File: src/rtl/note_highway.sv
// note_highway: falling-note engine for the VGA rhythm game.
// Holds SLOTS notes per lane, spawns them from a writable beat pattern,
// scrolls them on frame_tick, judges presses and drives per-lane pixel flags.
// Build option: NOTE_HIGHWAY_SCORE_EN enables hit judging, hit_ok and score;
// without it hit_btn is ignored, hit_ok/score read 0 and miss means retirement only.
module note_highway #(
   parameter int unsigned LANES     = 3,
   parameter int unsigned SLOTS     = 4,
   parameter int unsigned PAT_DEPTH = 8,
   parameter int unsigned LANE_W    = 200,
   parameter int unsigned LANE_GAP  = 20,
   parameter int unsigned BAR_HALF  = 10,
   parameter int unsigned SPAWN_Y   = 0,
   parameter int unsigned HIT_Y     = 400,
   parameter int unsigned HIT_WIN   = 16,
   parameter int unsigned STEP      = 1,
   parameter int unsigned Y_MAX     = 479
) (
   input  logic                         board_clk,
   input  logic                         reset,
   input  logic                         restart,
   input  logic                         frame_tick,
   input  logic                         beat_tick,
   input  logic                         pat_wr_en,
   input  logic [$clog2(PAT_DEPTH)-1:0] pat_wr_addr,
   input  logic [LANES-1:0]             pat_wr_data,
   input  logic [LANES-1:0]             hit_btn,
   input  logic [9:0]                   pix_x,
   input  logic [9:0]                   pix_y,
   input  logic                         pix_valid,
   output logic [LANES-1:0]             pix_on,
   output logic [LANES-1:0]             hit_ok,
   output logic [LANES-1:0]             miss,
   output logic                         spawn_drop,
   output logic [7:0]                   score,
   output logic [$clog2(PAT_DEPTH)-1:0] pat_idx
);

   localparam int unsigned AW      = $clog2(PAT_DEPTH);
   localparam logic [10:0] STEP_W  = 11'(STEP);
   localparam logic [10:0] YMAX_W  = 11'(Y_MAX);
   localparam logic [10:0] BAR_W   = 11'(BAR_HALF);
   localparam logic [9:0]  SPAWN_W = 10'(SPAWN_Y);

   logic [SLOTS-1:0] vld_q [LANES];
   logic [SLOTS-1:0] vld_d [LANES];
   logic [9:0]       y_q   [LANES][SLOTS];
   logic [9:0]       y_d   [LANES][SLOTS];
   logic [AW-1:0]    idx_q, idx_d;
   logic [LANES-1:0] miss_q, miss_d;
   logic [LANES-1:0] pix_q, pix_d;
   logic             drop_q, drop_d;

   // Pattern store has no reset; configuration-time contents are zero.
   logic [LANES-1:0] pat_mem [PAT_DEPTH];
   logic [LANES-1:0] pat_rd;

   logic             found;
   logic [10:0]      ny;

   logic [31:0]      px_w;
   logic [10:0]      py_w;
   logic [31:0]      x_lo;
   logic             in_x;
   logic [10:0]      yb;

`ifdef NOTE_HIGHWAY_SCORE_EN
   logic [LANES-1:0] hit_ok_q, hit_ok_d;
   logic [7:0]       score_q, score_d;
   logic [7:0]       hits;
   logic [8:0]       sc_sum;
   logic             hfound;
   logic [31:0]      yi;
`endif

   assign pat_rd = pat_mem[idx_q];
   assign px_w   = {22'd0, pix_x};
   assign py_w   = {1'b0, pix_y};

   // Pattern RAM write port; a same-edge read of that address sees the old entry.
   always_ff @(posedge board_clk) begin
      if (pat_wr_en) begin
         pat_mem[pat_wr_addr] <= pat_wr_data;
      end
   end

   // Game-state next values: hit judging, then scrolling, then spawning, all from cycle-start state.
   always_comb begin
      for (int unsigned l = 0; l < LANES; l++) begin
         vld_d[l] = vld_q[l];
         for (int unsigned s = 0; s < SLOTS; s++) begin
            y_d[l][s] = y_q[l][s];
         end
      end
      miss_d = '0;
      drop_d = 1'b0;
      idx_d  = idx_q;
      found  = 1'b0;
      ny     = '0;
`ifdef NOTE_HIGHWAY_SCORE_EN
      hit_ok_d = '0;
      score_d  = score_q;
      hits     = '0;
      sc_sum   = '0;
      hfound   = 1'b0;
      yi       = '0;
`endif
      if (restart) begin
         for (int unsigned l = 0; l < LANES; l++) begin
            vld_d[l] = '0;
            for (int unsigned s = 0; s < SLOTS; s++) begin
               y_d[l][s] = '0;
            end
         end
         idx_d = '0;
`ifdef NOTE_HIGHWAY_SCORE_EN
         score_d = '0;
`endif
      end else begin
         for (int unsigned l = 0; l < LANES; l++) begin
`ifdef NOTE_HIGHWAY_SCORE_EN
            if (hit_btn[l]) begin
               hfound = 1'b0;
               for (int unsigned s = 0; s < SLOTS; s++) begin
                  yi = {22'd0, y_q[l][s]};
                  if (!hfound && vld_q[l][s] &&
                      (yi + HIT_WIN >= HIT_Y) && (yi <= HIT_Y + HIT_WIN)) begin
                     hfound      = 1'b1;
                     vld_d[l][s] = 1'b0;
                  end
               end
               if (hfound) begin
                  hit_ok_d[l] = 1'b1;
                  hits        = hits + 8'd1;
               end else begin
                  miss_d[l] = 1'b1;
               end
            end
`endif
            // vld_d here already excludes slots consumed by a hit this cycle
            if (frame_tick) begin
               for (int unsigned s = 0; s < SLOTS; s++) begin
                  if (vld_d[l][s]) begin
                     ny = {1'b0, y_q[l][s]} + STEP_W;
                     if (ny > YMAX_W) begin
                        vld_d[l][s] = 1'b0;
                        miss_d[l]   = 1'b1;
                     end else begin
                        y_d[l][s] = ny[9:0];
                     end
                  end
               end
            end
            // only slots free at cycle start may take a new note
            if (beat_tick && pat_rd[l]) begin
               found = 1'b0;
               for (int unsigned s = 0; s < SLOTS; s++) begin
                  if (!found && !vld_q[l][s]) begin
                     found       = 1'b1;
                     vld_d[l][s] = 1'b1;
                     y_d[l][s]   = SPAWN_W;
                  end
               end
               if (!found) begin
                  drop_d = 1'b1;
               end
            end
         end
         if (beat_tick) begin
            idx_d = idx_q + AW'(1);
         end
`ifdef NOTE_HIGHWAY_SCORE_EN
         sc_sum  = {1'b0, score_q} + {1'b0, hits};
         score_d = sc_sum[8] ? 8'hFF : sc_sum[7:0];
`endif
      end
   end

   // Pixel flags from cycle-start slot state: lane column test plus bar overlap test.
   always_comb begin
      pix_d = '0;
      x_lo  = '0;
      in_x  = 1'b0;
      yb    = '0;
      for (int unsigned l = 0; l < LANES; l++) begin
         x_lo = l * (LANE_W + LANE_GAP);
         in_x = pix_valid && (px_w >= x_lo) && (px_w <= x_lo + LANE_W - 32'd1);
         for (int unsigned s = 0; s < SLOTS; s++) begin
            yb = {1'b0, y_q[l][s]};
            if (in_x && vld_q[l][s] && (py_w + BAR_W >= yb) && (py_w <= yb + BAR_W)) begin
               pix_d[l] = 1'b1;
            end
         end
      end
   end

   // Game-state and pulse registers.
   always_ff @(posedge board_clk or posedge reset) begin
      if (reset) begin
         for (int unsigned l = 0; l < LANES; l++) begin
            vld_q[l] <= '0;
            for (int unsigned s = 0; s < SLOTS; s++) begin
               y_q[l][s] <= '0;
            end
         end
         idx_q  <= '0;
         miss_q <= '0;
         drop_q <= 1'b0;
         pix_q  <= '0;
      end else begin
         for (int unsigned l = 0; l < LANES; l++) begin
            vld_q[l] <= vld_d[l];
            for (int unsigned s = 0; s < SLOTS; s++) begin
               y_q[l][s] <= y_d[l][s];
            end
         end
         idx_q  <= idx_d;
         miss_q <= miss_d;
         drop_q <= drop_d;
         pix_q  <= restart ? '0 : pix_d;
      end
   end

`ifdef NOTE_HIGHWAY_SCORE_EN
   // Hit pulse and score registers.
   always_ff @(posedge board_clk or posedge reset) begin
      if (reset) begin
         hit_ok_q <= '0;
         score_q  <= '0;
      end else begin
         hit_ok_q <= hit_ok_d;
         score_q  <= score_d;
      end
   end

   assign hit_ok = hit_ok_q;
   assign score  = score_q;
`else
   logic unused_hit_btn;
   assign unused_hit_btn = ^hit_btn;
   assign hit_ok = '0;
   assign score  = '0;
`endif

   assign pix_on     = pix_q;
   assign miss       = miss_q;
   assign spawn_drop = drop_q;
   assign pat_idx    = idx_q;

endmodule

File: config.mk
export PLATFORM = sky130hd
export DESIGN_NAME = note_highway
export DESIGN_NICKNAME = d
export VERILOG_FILES = /design/src/rtl/note_highway.sv
export SDC_FILE = /design/constraint.sdc
export NUM_CORES = 1
export LEC_CHECK = 0
export CORE_AREA = 8 8 214 216
export CTS_CLUSTER_SIZE = 24
export DETAILED_ROUTE_END_ITERATION = 8
export DIE_AREA = 0 0 222 224
export PLACE_DENSITY = 0.55
export SLEW_MARGIN = 20
export SYNTH_ARGS = -nofsm -noshare
export SYNTH_HDL_FRONTEND = slang
export SYNTH_SLANG_ARGS = --single-unit
export TNS_END_PERCENT = 50
File: constraint.sdc
create_clock -name board_clk -period 4.2 [get_ports board_clk]
set_input_delay 0.42 -clock board_clk [delete_from_list [all_inputs] [get_ports board_clk]]
set_output_delay 0.42 -clock board_clk [all_outputs]
set_load 0.02 [all_outputs]
==> impl_metrics.toml <==
[yosys]
synth_area_leaders = "dfrtp_1 21%, ha_1 20%, xnor2_1 8.6%"
synthArstFlopShare_pct = 85.5
synth-adder-area-share_pct = 20.1
synth-seq-area-share_pct = 25.6
avgSynthCellArea_um2 = 8.64
synth-compound-area-share_pct = 16.7
synth_most_common_cell = "ha_1"
synth_top_area_share_pct = 21.3
syn_area_um2 = 16700
synth_top_cell_by_area = "dfrtp_1"
synthSimpleGateAreaFrac_pct = 20.3
synth_seq_cells = 166
synth_xor_area_share_pct = 9.87
syn_inst = 1930
synth_warnings = 0
synth.distinct_cells = 95
synth-edff-count = 24
netlist_top_cells_count = "268 x ha_1, 174 x nor2_1, 163 x xnor2_1"
synth_ff_type = "dfrtp_1"
synth_top_family_by_area = "simple AND/OR/NAND/NOR gates"
synth_mux_area_share_pct = 1.62

[hold_path]
hp-class = "in2reg"

[critical_path]
cp.arrival_ps = 3580
required_ps = 4550
end_kind = "flip-flop"
crit_fanout = 11
cp-start-kind = "input port"
worstSetupPathType = "in2reg"

[timing]
finalMaxSlewViolations = 0
relSlewSlack_pct = 43.3
max_freq_mhz = 310
rsz0062_at_grt = "false"
finalHoldViolCount = 0
setup_viol = 0
skew_ps = 16.9
tightest_slew_ps = 850
period_minus_slack_ps = 3230
period_share_pct = 76.8
finalSetupTns_ps = 0

[clocking]
clockRootBuffer = "clkbuf_16"
cts_sinks = 166
cts_tree = "yes"
ctsResizeCount = 0
hold_buffers = 0
cts_buffers = 17
clk_pin_slew_ps = 70
clockBufferDepth = 2
clock_latency_ps = 500
post_cts_buffers = 0
h-tree-depth = 4

[floorplan]
fp.dieH_um = 224
die_w_um = 222
coreArea_um2 = 42500
die-area_um2 = 49700
io_pins = 57
row_count = 76
start_util_pct = 39.2

[placed_design]
io_buffers = 40
gp_congestion = 0.875
placed_cell_area_um2 = 17800
dp_hpwl_mm = 35.4

[final_layout]
final_cell_area_um2 = 18300
drive_above_1_share_pct = 6.74
syn_to_final_growth_pct = 9.92
insertedDiodeCount = 0
finalNetCount = 2264

[drt]
firstDrtPassIters = 5
drt_iter0_drc = 1106
drtAntennaViolNets = 0
routedWlPerCell_um = 19.1
viasPerCell = 5.74
vias = 14400
drt_wl_total_mm = 48.1
drc_errors = 0

[grt]
grt_pass1_vias = 14100
grt-ovfl-total = 0
grt_usage_pct = 19.6
grt_pass1_wl_mm = 77.6
antenna_found_initial = 0
grt_max_degree = 143

[status]
status = "complete, no violations"

[pwr]
powerDensity_nw_per_um2 = 221
ir_drop_v = 0.000223
p_leak_nw = 7.07

[run]
cap_violations = 0
cells in the final DEF, fill, tap and decap left out, types with 20 or more instances in the layout:
| cell type | Yosys | layout |
|---|---|---|
| nand4_1 | 59 | 59 |
| nand2_1 | 103 | 103 |
| a211oi_1 | 33 | 33 |
| a21o_1 | 32 | 32 |
| or3_1 | 20 | 20 |
| xor2_1 | 25 | 22 |
| nor3_1 | 76 | 76 |
| edfxtp_1 | 24 | 24 |
| xnor2_1 | 163 | 159 |
| ha_1 | 268 | 268 |
| nand2b_1 | 24 | 24 |
| nand3_1 | 70 | 70 |
| nor2_1 | 174 | 174 |
| o21ai_0 | 77 | 77 |
| inv_1 | 155 | 154 |
| clkdlybuf4s50_1 | 0 | 39 |
| a21oi_1 | 123 | 123 |
| buf_4 | 16 | 34 |
| dfrtp_1 | 142 | 142 |
per-stage QoR:
step | util (%) | hold slack, ps | total power, mW | std cells | worst slack, ps
6_report | 43.1 | 452 | 4.05 | 2519 | 973
5_1_grt | 43.1 | 468 | 4.26 | 2519 | 736
4_1_cts | 43.1 | 419 | 4.11 | 2519 | 1050
3_5_place_dp | 41.8 | 570 | 2.44 | 2487 | 507
3_3_place_gp | 41.8 | 566 | 2.41 | 2487 | 569
2_1_floorplan | - | 519 | 2.16 | 1940 | 1390
worst paths after layout:
check | start | end | slack (ps) | depth (start not counted)
max | pix_y[1] | pix_on[1] | 970 | 13
min | restart | pix_on[2] | 450 | 5
max reg2reg | y_q[22] | pix_on[2] | 1070 | 10
min reg2reg | y_q[48] | y_q[48] | 590 | 2
max in group asynchronous | reset | vld_q[5] | 3080 | 3
min in group asynchronous | reset | y_q[54] | 510 | 3
layout make-up:
type / instances / area [µm²]
inverters: 158 / 597
repair buffers: 75 / 671
clock buffers: 18 / 429
multi-input cells: 1542 / 11500
well taps: 546 / 683
fillers: 4195 / 24200
flip-flops and latches: 166 / 4270
clock inverters: 14 / 155
cells by family after synthesis:
family / after synthesis
AO/OA/AOI/OAI: 413
adder cells (fa/ha/maj): 268
multiplexers: 18
XOR/XNOR: 188
other: 1
flip-flops: 166
buffers and inverters: 232
AND/OR/NAND/NOR: 644
worst max-delay path, cell delays in order:
cell,delay [ps]
clkdlybuf4s50_1,720
ha_1,340
o2111ai_1,200
xnor2_2,220
buf_4,300
ha_1,290
nand3_1,120
o221ai_1,150
a21oi_1,170
o31ai_1,90
a211oi_1,270
a311o_1,170
a41oi_1,110
report_power, final:
group	internal (mW)	switching, mW
sequential	1.65	0.0316
clock	0.845	0.796
combinational	0.287	0.441
total	2.78	1.27
registers in the layout, indices dropped and copies added (netlist names):
name        flops
pat_mem        24
spawn_drop      1
pat_idx         3
y_q           120
pix_on          3
vld_q          12
miss            3
layer usage:
layer  vias to the layer above  track usage [%]  routed length [µm]
met5                         -                0                   0
met4                         0             8.36                1520
met3                        82             3.43                2320
met2                       346             30.9               21200
met1                      6954             26.3               23000
li1                       7065                -                   -
No activity file was read; power rests on OpenSTA's default activity.
